File: config.mk
export PLATFORM = sky130hd
export DESIGN_NAME = uart_csr_fifo
export DESIGN_NICKNAME = d
export VERILOG_FILES = /design/src/rtl/uart_csr_fifo.sv
export SDC_FILE = /design/constraint.sdc
export NUM_CORES = 1
export LEC_CHECK = 0
export BUFFER_PORTS_ARGS = -buffer_cell sky130_fd_sc_hd__buf_2
export CORE_MARGIN = 10
export CORE_UTILIZATION = 30
export CTS_BUF_LIST = sky130_fd_sc_hd__clkbuf_8 sky130_fd_sc_hd__clkbuf_16
export DETAILED_ROUTE_END_ITERATION = 7
export PLACE_DENSITY = 0.57
export SYNTH_ARGS = -nofsm -noshare
export SYNTH_HDL_FRONTEND = slang
export SYNTH_SLANG_ARGS = --single-unit
File: constraint.sdc
create_clock -name clk -period 3.2 [get_ports clk]
set_input_delay 0.48 -clock clk [delete_from_list [all_inputs] [get_ports clk]]
set_output_delay 0.48 -clock clk [all_outputs]
set_load 0.005 [all_outputs]
File: src/rtl/uart_csr_fifo.sv
// -----------------------------------------------------------------------------
// uart_csr_fifo
//
// Register block for the UART peripheral. It sits between the CPU local bus
// and the UART serial core. It holds the configuration (enable, baud select,
// clock value) and buffers TX and RX characters in two circular FIFOs. It also
// reports levels and flags, records RX overrun and drives one registered
// interrupt line.
//
// Register map (byte addresses, full-width decode):
//   0x0 CTRL   : EN[0], TXCLR[2] (W1 pulse), RXCLR[3] (W1 pulse), BR[7:4],
//                CLK[15:8], TXIE[16], RXIE[17], OVIE[18]
//   0x4 STAT   : TBUSY[0], RXNE[1], TXFULL[2], TXEMPTY[3], RXFULL[4],
//                OVR[5] (sticky, W1C), TXLVL[15:8], RXLVL[23:16]
//   0x8 TXDATA : write pushes a character, reads return 0
//   0xC RXDATA : read returns the RX head and pops it
//
// Ports:
//   clk, rst          clock, synchronous active-high reset
//   waddr/wdata/wen/wstrb/wready   bus write channel (wready tied to 1)
//   raddr/ren/rdata/rvalid         bus read channel, one-cycle latency
//   en_out/br_out/clk_out          CTRL fields for the serial core
//   tx_data/tx_valid/tx_ready      TX FIFO head handshake towards the core
//   tbusy_in                       transmitter busy flag from the core
//   rx_data/rx_valid               received character push strobe
//   irq                            registered interrupt
// -----------------------------------------------------------------------------

// Circular FIFO with a separate occupancy counter. Full and empty come from
// the count held at the start of the cycle, so a push into a full FIFO is
// dropped even when a pop happens in the same cycle.
module uart_csr_fifo_buf #(
   parameter int W     = 8,
   parameter int DEPTH = 16
) (
   input  logic                       clk,
   input  logic                       rst,
   input  logic                       flush,
   input  logic                       push,
   input  logic                       pop,
   input  logic [W-1:0]               din,
   output logic [W-1:0]               head,
   output logic [$clog2(DEPTH+1)-1:0] count,
   output logic                       full,
   output logic                       empty
);
   localparam int PW = $clog2(DEPTH);
   localparam int CW = $clog2(DEPTH + 1);

   logic [W-1:0]  mem [DEPTH];
   logic [PW-1:0] wr_ptr;
   logic [PW-1:0] rd_ptr;
   logic [CW-1:0] cnt_q;
   logic          do_push;
   logic          do_pop;

   assign empty   = (cnt_q == '0);
   assign full    = (cnt_q == CW'(DEPTH));
   assign do_push = push & ~full;
   assign do_pop  = pop & ~empty;
   assign count   = cnt_q;

   // The head is forced to zero while empty so stale storage never leaks out.
   assign head = empty ? '0 : mem[rd_ptr];

   // NOTE: sequential state is updated with non-blocking assignments only, so
   // every flop samples the values from before the edge regardless of order.
   always_ff @(posedge clk) begin
      if (rst || flush) begin
         wr_ptr <= '0;
         rd_ptr <= '0;
         cnt_q  <= '0;
      end else begin
         // DEPTH is a power of two, so the pointers wrap at DEPTH-1 naturally.
         if (do_push) wr_ptr <= wr_ptr + PW'(1);
         if (do_pop)  rd_ptr <= rd_ptr + PW'(1);
         case ({do_push, do_pop})
            2'b10:   cnt_q <= cnt_q + CW'(1);
            2'b01:   cnt_q <= cnt_q - CW'(1);
            default: cnt_q <= cnt_q;
         endcase
      end
   end

   // NOTE: the storage array has no reset; after reset or flush the count is
   // zero and the head is masked, so old contents can never be observed.
   always_ff @(posedge clk) begin
      if (do_push) mem[wr_ptr] <= din;
   end
endmodule

module uart_csr_fifo #(
   parameter int ADDR_W   = 32,
   parameter int DATA_W   = 32,
   parameter int STRB_W   = DATA_W / 8,
   parameter int CHAR_W   = 8,
   parameter int TX_DEPTH = 16,
   parameter int RX_DEPTH = 16
) (
   input  logic              clk,
   input  logic              rst,
   input  logic [ADDR_W-1:0] waddr,
   input  logic [DATA_W-1:0] wdata,
   input  logic              wen,
   input  logic [STRB_W-1:0] wstrb,
   output logic              wready,
   input  logic [ADDR_W-1:0] raddr,
   input  logic              ren,
   output logic [DATA_W-1:0] rdata,
   output logic              rvalid,
   output logic              en_out,
   output logic [3:0]        br_out,
   output logic [7:0]        clk_out,
   output logic [CHAR_W-1:0] tx_data,
   output logic              tx_valid,
   input  logic              tx_ready,
   input  logic              tbusy_in,
   input  logic [CHAR_W-1:0] rx_data,
   input  logic              rx_valid,
   output logic              irq
);
   localparam logic [ADDR_W-1:0] A_CTRL   = ADDR_W'(0);
   localparam logic [ADDR_W-1:0] A_STAT   = ADDR_W'(4);
   localparam logic [ADDR_W-1:0] A_TXDATA = ADDR_W'(8);
   localparam logic [ADDR_W-1:0] A_RXDATA = ADDR_W'(12);
   localparam int TX_CW = $clog2(TX_DEPTH + 1);
   localparam int RX_CW = $clog2(RX_DEPTH + 1);

   // Configuration registers
   logic       en_q;
   logic [3:0] br_q;
   logic [7:0] clk_q;
   logic       txie_q;
   logic       rxie_q;
   logic       ovie_q;

   // Status state
   logic       ovr_q;
   logic       tbusy_q;

   // Decoded bus strobes
   logic       wr_ctrl;
   logic       wr_stat;
   logic       tx_push;
   logic       tx_clr;
   logic       rx_clr;
   logic       rx_pop;
   logic       tx_pop;
   logic       ovr_clr;

   // FIFO status
   logic [CHAR_W-1:0] tx_head;
   logic [CHAR_W-1:0] rx_head;
   logic [TX_CW-1:0]  tx_count;
   logic [RX_CW-1:0]  rx_count;
   logic              tx_full;
   logic              tx_empty;
   logic              rx_full;
   logic              rx_empty;

   logic [DATA_W-1:0] rd_mux;
   logic              unused_bits;

   assign wready = 1'b1;

   assign wr_ctrl = wen && (waddr == A_CTRL);
   assign wr_stat = wen && (waddr == A_STAT);
   assign tx_push = wen && (waddr == A_TXDATA) && wstrb[0];
   assign tx_clr  = wr_ctrl && wstrb[0] && wdata[2];
   assign rx_clr  = wr_ctrl && wstrb[0] && wdata[3];
   assign ovr_clr = wr_stat && wstrb[0] && wdata[5];
   // The FIFO ignores a pop while empty, so an RXDATA read of an empty FIFO
   // returns zero without disturbing the pointers.
   assign rx_pop  = ren && (raddr == A_RXDATA);
   assign tx_pop  = tx_valid && tx_ready;

   // Bus bits that no register field uses.
   assign unused_bits = ^{wdata[DATA_W-1:19], wdata[1], wstrb[STRB_W-1:3]};

   // ---------------------------------------------------------------- CTRL
   always_ff @(posedge clk) begin
      if (rst) begin
         en_q   <= 1'b0;
         br_q   <= 4'hF;
         clk_q  <= 8'h00;
         txie_q <= 1'b0;
         rxie_q <= 1'b0;
         ovie_q <= 1'b0;
      end else if (wr_ctrl) begin
         if (wstrb[0]) begin
            en_q <= wdata[0];
            br_q <= wdata[7:4];
         end
         if (wstrb[1]) clk_q <= wdata[15:8];
         if (wstrb[2]) begin
            txie_q <= wdata[16];
            rxie_q <= wdata[17];
            ovie_q <= wdata[18];
         end
      end
   end

   assign en_out  = en_q;
   assign br_out  = br_q;
   assign clk_out = clk_q;

   // ---------------------------------------------------------------- FIFOs
   uart_csr_fifo_buf #(
      .W     (CHAR_W),
      .DEPTH (TX_DEPTH)
   ) u_tx_fifo (
      .clk   (clk),
      .rst   (rst),
      .flush (tx_clr),
      .push  (tx_push),
      .pop   (tx_pop),
      .din   (wdata[CHAR_W-1:0]),
      .head  (tx_head),
      .count (tx_count),
      .full  (tx_full),
      .empty (tx_empty)
   );

   uart_csr_fifo_buf #(
      .W     (CHAR_W),
      .DEPTH (RX_DEPTH)
   ) u_rx_fifo (
      .clk   (clk),
      .rst   (rst),
      .flush (rx_clr),
      .push  (rx_valid),
      .pop   (rx_pop),
      .din   (rx_data),
      .head  (rx_head),
      .count (rx_count),
      .full  (rx_full),
      .empty (rx_empty)
   );

   // The head only advances on a pop, so tx_data holds while tx_ready is low.
   assign tx_valid = en_q && !tx_empty;
   assign tx_data  = tx_head;

   // ---------------------------------------------------------------- STAT
   always_ff @(posedge clk) begin
      if (rst) begin
         ovr_q   <= 1'b0;
         tbusy_q <= 1'b0;
      end else begin
         tbusy_q <= tbusy_in;
         // A new overrun takes priority over a clear in the same cycle.
         if (rx_valid && rx_full) ovr_q <= 1'b1;
         else if (ovr_clr)        ovr_q <= 1'b0;
      end
   end

   // ---------------------------------------------------------------- read
   // NOTE: every signal driven here gets a default first, so no path through
   // the case can leave a bit unassigned and infer a latch.
   always_comb begin
      rd_mux = '0;
      case (raddr)
         A_CTRL: begin
            rd_mux[0]     = en_q;
            rd_mux[7:4]   = br_q;
            rd_mux[15:8]  = clk_q;
            rd_mux[16]    = txie_q;
            rd_mux[17]    = rxie_q;
            rd_mux[18]    = ovie_q;
         end
         A_STAT: begin
            rd_mux[0]     = tbusy_q;
            rd_mux[1]     = !rx_empty;
            rd_mux[2]     = tx_full;
            rd_mux[3]     = tx_empty;
            rd_mux[4]     = rx_full;
            rd_mux[5]     = ovr_q;
            rd_mux[15:8]  = 8'(tx_count);
            rd_mux[23:16] = 8'(rx_count);
         end
         A_RXDATA: rd_mux[CHAR_W-1:0] = rx_head;
         default:  rd_mux = '0;
      endcase
   end

   always_ff @(posedge clk) begin
      if (rst) begin
         rvalid <= 1'b0;
         rdata  <= '0;
      end else begin
         rvalid <= ren;
         rdata  <= ren ? rd_mux : '0;
      end
   end

   // ---------------------------------------------------------------- irq
   always_ff @(posedge clk) begin
      if (rst) irq <= 1'b0;
      else     irq <= (txie_q && tx_empty) || (rxie_q && !rx_empty) || (ovie_q && ovr_q);
   end
endmodule

# Yosys cells after proc, flatten, opt, wreduce, memory -nomap -nowiden
# Memories as Yosys holds them, arrays and structs flattened. A register that Yosys moved wholly into a read port is not among the register bits.
# Index checks and enable logic that the tools add are counted.
classes:
  addsub: 8
  n_mul: 0
  div: 0
  n_lt_le_gt_ge: 0
  n_eq_ne: 10
  shift: 0
  n_mux: 19
  n_bitwise: 10
  n_reduce_logical: 34
op_table:
  columns: ["operator", "count"]
  rows:
  - ["32-bit by 3-bit equality test with 1-bit output (second input constant)", 2]
  - ["32-bit by 4-bit equality test with 1-bit output (second input constant)", 2]
  - ["32-bit logical NOT", 2]
  - ["11-bit case mux with 2 select lines", 1]
  - ["5-bit case mux with 2 select lines", 2]
  - ["4-bit by 1-bit adder with 4-bit output (second input constant)", 4]
  - ["1-bit logical AND", 16]
  - ["4-bit 2-to-1 mux", 4]
  - ["8-bit 2-to-1 mux", 2]
  - ["5-bit by 1-bit adder with 5-bit output (second input constant)", 2]
  - ["5-bit equality test (second input constant)", 2]
  - ["5-bit logical NOT", 2]
  - ["5-bit by 1-bit subtractor with 5-bit output (second input constant)", 2]
  - ["1-bit 2-to-1 mux", 6]
  - ["1-bit inverter", 6]
  - ["2-bit case mux with 3 select lines", 1]
  - ["3-bit case mux with 2 select lines", 1]
  - ["2-bit AND reduction", 3]
  - ["2-bit nonzero test", 3]
  - ["1-bit bitwise AND", 4]
  - ["2-bit by 1-bit equality test with 1-bit output (second input constant)", 2]
  - ["2-bit equality test (second input constant)", 2]
  - ["1-bit logical OR", 4]
  - ["2-bit case mux with 2 select lines", 1]
  - ["4 further kinds", 5]
word_totals:
  ff_bits: 78
  latchBits: 0
  mem_bits_rw: 256
  romBits: 0
  inputBits: 115
  output_inout_bits: 57
  elab_cells: 102
  n_memories: 2
mem_list:
  columns: ["memory", "depth", "word_bits", "read_ports", "rd_ports_with_merged_regs", "write_ports", "line_no", "source"]
  rows:
  - ["u_rx_fifo.mem", 16, 8, 1, 1, 1, "50", "logic [W-1:0] mem [DEPTH];"]
  - ["u_tx_fifo.mem", 16, 8, 1, 1, 1, "50", null]

# Logic depth before layout (Yosys ltp)
depth:
  ltp_word: 7
  ltp_mapped: 14
  depth_no_buf: 12

# Cells and area by module
# From an unflattened synthesis, not the netlist that was laid out.
unflattened:
  hier_cells: 874
  hier_area_um2: 13900.8
by_module_without_submodules:
  columns: ["module", "n_inst", "cells_per_inst", "area_each_um2", "seq_area_each_um2"]
  rows:
  - ["uart_csr_fifo_buf", 2, 333, 5943.2, 4184.0]
  - ["uart_csr_fifo", 1, 208, 2014.4, 820.8]

# Least setup slack after synthesis
# Ideal clock, no wire load.
synth_path:
  kind: "input-to-reg"
  from: "input raddr[24]"
  to: "register u_rx_fifo.cnt_q[4] (netlist: u_rx_fifo.count[4])"
  setup_ns: 0.070
  arrival_ns: 3.167
  t_required_ns: 3.130
  path_slack_ns: -0.037
  stages: 12
  path_buffers: 1
  path_cell_list: "nor4_1 nand4_1 or4_1 buf_2 inv_1 ha_1 ha_1 nor2b_1 o21a_1 o21a_1 or4_1 a21oi_1"
synth_via:
  elab_chain_len: 5
  word_cells_on_any_way: 7
  cone_classes: "eq/ne (3); mux (1); bitwise (1); reduce/logical (2)"
synth_lines:
  columns: ["item", "line_no", "source"]
  rows:
  - ["from (decl)", "107", "input logic [ADDR_W-1:0] raddr,"]
  - ["32-bit by 4-bit equality test with 1-bit output (*)", "174", "assign rx_pop = ren && (raddr == A_RXDATA);"]
  - ["1-bit logical AND (*)", "174", null]
  - ["1-bit bitwise AND (*)", "60", "assign do_pop = pop & ~empty;"]
  - ["2-bit by 1-bit equality test with 1-bit output / 2-bit equality test (equally long branches)", "77", "case ({do_push, do_pop})"]
  - ["5-bit case mux with 2 select lines / 2-bit nonzero test (equally long branches)", null, null]
  - ["to (signal assigned)", "78", "2'b10: cnt_q <= cnt_q + CW'(1);"]
  - ["to (signal assigned)", "79", "2'b01: cnt_q <= cnt_q - CW'(1);"]
  - ["to (signal assigned)", "80", "default: cnt_q <= cnt_q;"]
  - ["to (decl)", "53", "logic [CW-1:0] cnt_q;"]
# Every way passes the cells marked *; elsewhere a longest branch is shown, timed or not.
# A chain may end at the register's enable or synchronous reset.

# Final worst setup path
layout_path:
  from: "register u_tx_fifo.cnt_q[0] (netlist: u_tx_fifo.count[0])"
  to: "output tx_data[4]"
layout_via:
  elab_chain_len: 2
layout_lines:
  columns: ["item", "line_no", "source"]
  rows:
  - ["from (decl)", "53", null]
  - ["from (signal assigned)", "78", null]
  - ["from (signal assigned)", "79", null]
  - ["from (signal assigned)", "80", null]
  - ["5-bit logical NOT", "57", "assign empty = (cnt_q == '0);"]
  - ["8-bit 2-to-1 mux", "64", "assign head = empty ? '0 : mem[rd_ptr];"]
  - ["to (decl)", "114", "output logic [CHAR_W-1:0] tx_data,"]
# No other way between the ends.

==> results.py <==
metrics = {
    "status": {
        "status": "finished, final reports clean",
    },
    "sta": {
        "hold_violations": 0,
        "grt_setup_unrepaired": "no",
        "post-route-period-util_pct": 93.8,
        "setup_tns_ns": 0,
        "fin_crit_ns": 3.00,
        "clock-skew-final_ns": 0.0187,
        "slew_headroom_pct": 47.1,
        "finalSetupViolCount": 0,
        "tightest_slew_ns": 0.788,
        "fmax_mhz": 333,
        "drv_slew": 0,
    },
    "grt": {
        "grt_pass1_vias": 7969,
        "gr-usage-all-layers_pct": 11.2,
        "grt_pass1_wl_um": 47300,
        "grt-ovfl-total": 0,
        "antenna_found_initial": 0,
        "grt_max_degree": 33,
    },
    "drt": {
        "vias": 7323,
        "wl_um": 30200,
        "drcViolationCount": 0,
        "ant_nets": 0,
        "viasPerCell": 4.59,
        "dr.pass1.iters": 5,
        "wire_per_inst_um": 18.9,
        "dr.first_iter.drc_count": 554,
    },
    "power": {
        "p_clk_share_pct": 45.2,
        "power_density_nw_per_um2": 556,
        "ir_worst_vdd_mv": 0.295,
        "netSwitchingPower_mw": 1.75,
        "p_leak_nw": 5.61,
        "swShare_pct": 19.6,
        "combPwrFrac_pct": 2.7,
        "internal_power_mw": 7.19,
        "p_seq_share_pct": 52.1,
    },
    "clock_tree": {
        "post_cts_buffers": 0,
        "cts_tree": "yes",
        "insertion_delay_ns": 0.52,
        "clockBufferDepth": 3,
        "h-tree-depth": 2,
        "clk_pin_slew_worst_paths_ns": 0.06,
        "cts_buffers": 34,
        "clock-root-buffer": "clkbuf_16",
        "cts.sinks": 331,
    },
    "setup_path": {
        "start_kind": "flip-flop",
        "crit_path_end_kind": "primary output",
        "required_ns": 2.72,
        "critical_path_class": "flip-flop to primary output",
        "cp_data_arrival_time_ns": 2.52,
        "crit_fanout": 8,
    },
    "floorplanning": {
        "die_h_um": 230,
        "die_w_um": 230,
        "die_area_um2": 53000,
        "start_util_pct": 30.6,
        "core_um2": 43400,
        "placementRows": 76,
        "io_pins": 172,
    },
    "yosys": {
        "synthXorXnorAreaFrac_pct": 1.12,
        "synthesis.area_um2": 13200,
        "synth-edff-count": 256,
        "ys_types": 53,
        "synth-seq-area-share_pct": 69.4,
        "yosys.area_share.simple_pct": 7.68,
        "synthCells": 787,
        "syn_area_per_cell_um2": 16.8,
        "yosysWarnings": 0,
        "ys_async_sr_fraction_pct": 0,
        "synth_compound_area_share_pct": 3.46,
        "synth_top_family_by_area": "multiplexers",
        "synth_fa_ha_area_share_pct": 1.76,
        "synthMuxAreaShare_pct": 14.2,
        "ys_ff_latch": 331,
        "synth_ff_type": "edfxtp_1",
    },
    "final_layout": {
        "nets": 1116,
        "syn_to_final_growth_pct": 21.4,
        "drive_gt1_share_pct": 33.6,
        "antenna_cells": 0,
        "fin_area_um2": 16100,
    },
    "place": {
        "placed_cell_area_um2": 14900,
        "place.gp.congestion": 0.770,
        "port_buffers": 145,
        "hpwl_um": 21700,
    },
    "hold_path": {
        "min_path_type": "input pin to flip-flop",
    },
    "run": {
        "maxCapViolations": 0,
    },
}
cells in the final DEF, fill, tap and decap left out, types with 8 or more instances in the layout:
master     instances
edfxtp_1         256
buf_2            145
nor2_1            81
mux4_2            72
dfxtp_1           72
buf_4             54
clkbuf_16         37
nand2_1           27
inv_1             26
mux2i_1           26
nor2b_1           19
a22oi_1           17
ha_1              16
a21oi_1           12
conb_1            12
nor3_1            11
nor4_1            10
xor2_1             9
xnor2_1            8
area by class of cell:
| cell class | instances | area [um2] |
|---|---|---|
| Inverter | 16 | 60.1 |
| Timing Repair Buffer | 200 | 1150 |
| Tap cell | 585 | 732 |
| Multi-Input combinational cell | 400 | 3800 |
| Fill cell | 4145 | 27300 |
| Clock inverter | 23 | 199 |
| Sequential cell | 331 | 9190 |
| Clock buffer | 39 | 953 |
worst paths after layout:
path,depth (start not counted),slack (ns),start,endpoint
min,2,0.20,tbusy_in,tbusy_q
max,5,0.20,u_tx_fifo.count[0],tx_data[4]
max reg2reg,11,0.25,u_rx_fifo.count[3],u_rx_fifo.count[4]
min reg2reg,1,0.48,clk_out[5],rdata[13]
power by group through the flow:
stage	Clock, mW	Sequential [mW]	Combinational [mW]
detailed placement	0	4.75	0.247
finish	4.04	4.66	0.243
floorplan	0	4.75	0.0971
CTS	4.15	4.66	0.247
global placement	0	4.75	0.237
global route	4.35	4.66	0.272
cell families after synthesis:
family	after synthesis
other	2
xor gates and xnor gates	17
DFF	331
adders and majority gates	18
buffers and inverters	66
AOI/OAI and AO/OA	63
muxes	98
and+or+nand+nor	192
cells in the mapped netlist, types with 2 or more instances:
library cell | number | area, um2
a211o_1 | 5 | 43.8
a21o_1 | 5 | 37.5
a21oi_1 | 13 | 65.1
a22o_1 | 4 | 35.0
a22oi_1 | 17 | 128
a32o_1 | 2 | 20.0
and2_1 | 5 | 31.3
and3_1 | 3 | 18.8
buf_1 | 9 | 33.8
buf_2 | 10 | 50.1
buf_4 | 14 | 105
clkbuf_1 | 17 | 63.8
conb_1 | 2 | 7.51
dfxtp_1 | 75 | 1500
edfxtp_1 | 256 | 7690
ha_1 | 17 | 213
inv_1 | 16 | 60.1
mux2i_1 | 26 | 260
mux4_2 | 72 | 1620
nand2_1 | 27 | 101
nand2b_1 | 4 | 25.0
nand3_1 | 2 | 10.0
nand4_1 | 6 | 37.5
nor2_1 | 81 | 304
nor2b_1 | 19 | 119
nor3_1 | 11 | 55.1
nor4_1 | 11 | 68.8
nor4_2 | 5 | 62.6
nor4_4 | 2 | 42.5
o21a_1 | 2 | 15.0
o21ai_0 | 3 | 15.0
o22ai_1 | 2 | 12.5
o2bb2ai_1 | 3 | 26.3
or3_1 | 4 | 25.0
or4_1 | 4 | 30.0
xnor2_1 | 8 | 70.1
xor2_1 | 9 | 78.8
per-layer routing:
layer / part of all wire (%) / vias up / wire length, um / GRT usage, %
li1: - / 3436 / - / -
met1: 43 / 3667 / 13100 / 14.5
met2: 50 / 182 / 15000 / 18.8
met3: 5.3 / 38 / 1590 / 2.56
met4: 1.6 / 0 / 494 / 2.57
met5: 0 / - / 0 / 0
registers in the layout, indices dropped and copies added (netlist names), named ones only:
| register | count |
|---|---|
| u_rx_fifo.mem | 128 |
| u_tx_fifo.mem | 128 |
| rdata | 21 |
| clk_out | 8 |
| u_rx_fifo.count | 5 |
| u_tx_fifo.count | 5 |
| br_out | 4 |
| u_rx_fifo.rd_ptr | 4 |
| u_rx_fifo.wr_ptr | 4 |
| u_tx_fifo.rd_ptr | 4 |
| u_tx_fifo.wr_ptr | 4 |
| en_out | 1 |
| irq | 1 |
| ovie_q | 1 |
| ovr_q | 1 |
| rvalid | 1 |
| rxie_q | 1 |
| tbusy_q | 1 |
| txie_q | 1 |
stage by stage:
step,worst slack (ns),cells,total power [mW],hold slack (ns),util (%)
after floorplan,-0.000775,797,4.85,0.459,-
after global placement,-0.161,1532,4.99,0.470,34.4
after detailed placement,-0.207,1532,5.00,0.471,34.4
after CTS,0.167,1594,9.06,0.186,37.1
after global routing,0.0215,1594,9.28,0.192,37.1
final,0.199,1594,8.94,0.196,37.1
critical path, stage by stage (launching register included):
cell and delay, ns:
dfxtp_1 0.39, or4_1 0.57, nor2_1 0.56, buf_4 0.30, nor2b_1 0.07, buf_2 0.13
timing repair:
item | 4_1_cts | 5_1_grt
resized for setup | 0 | 1
hold buffers | 0 | 0
setup endpoints to repair | 0 | 1
No activity file was read; power rests on OpenSTA's default activity.
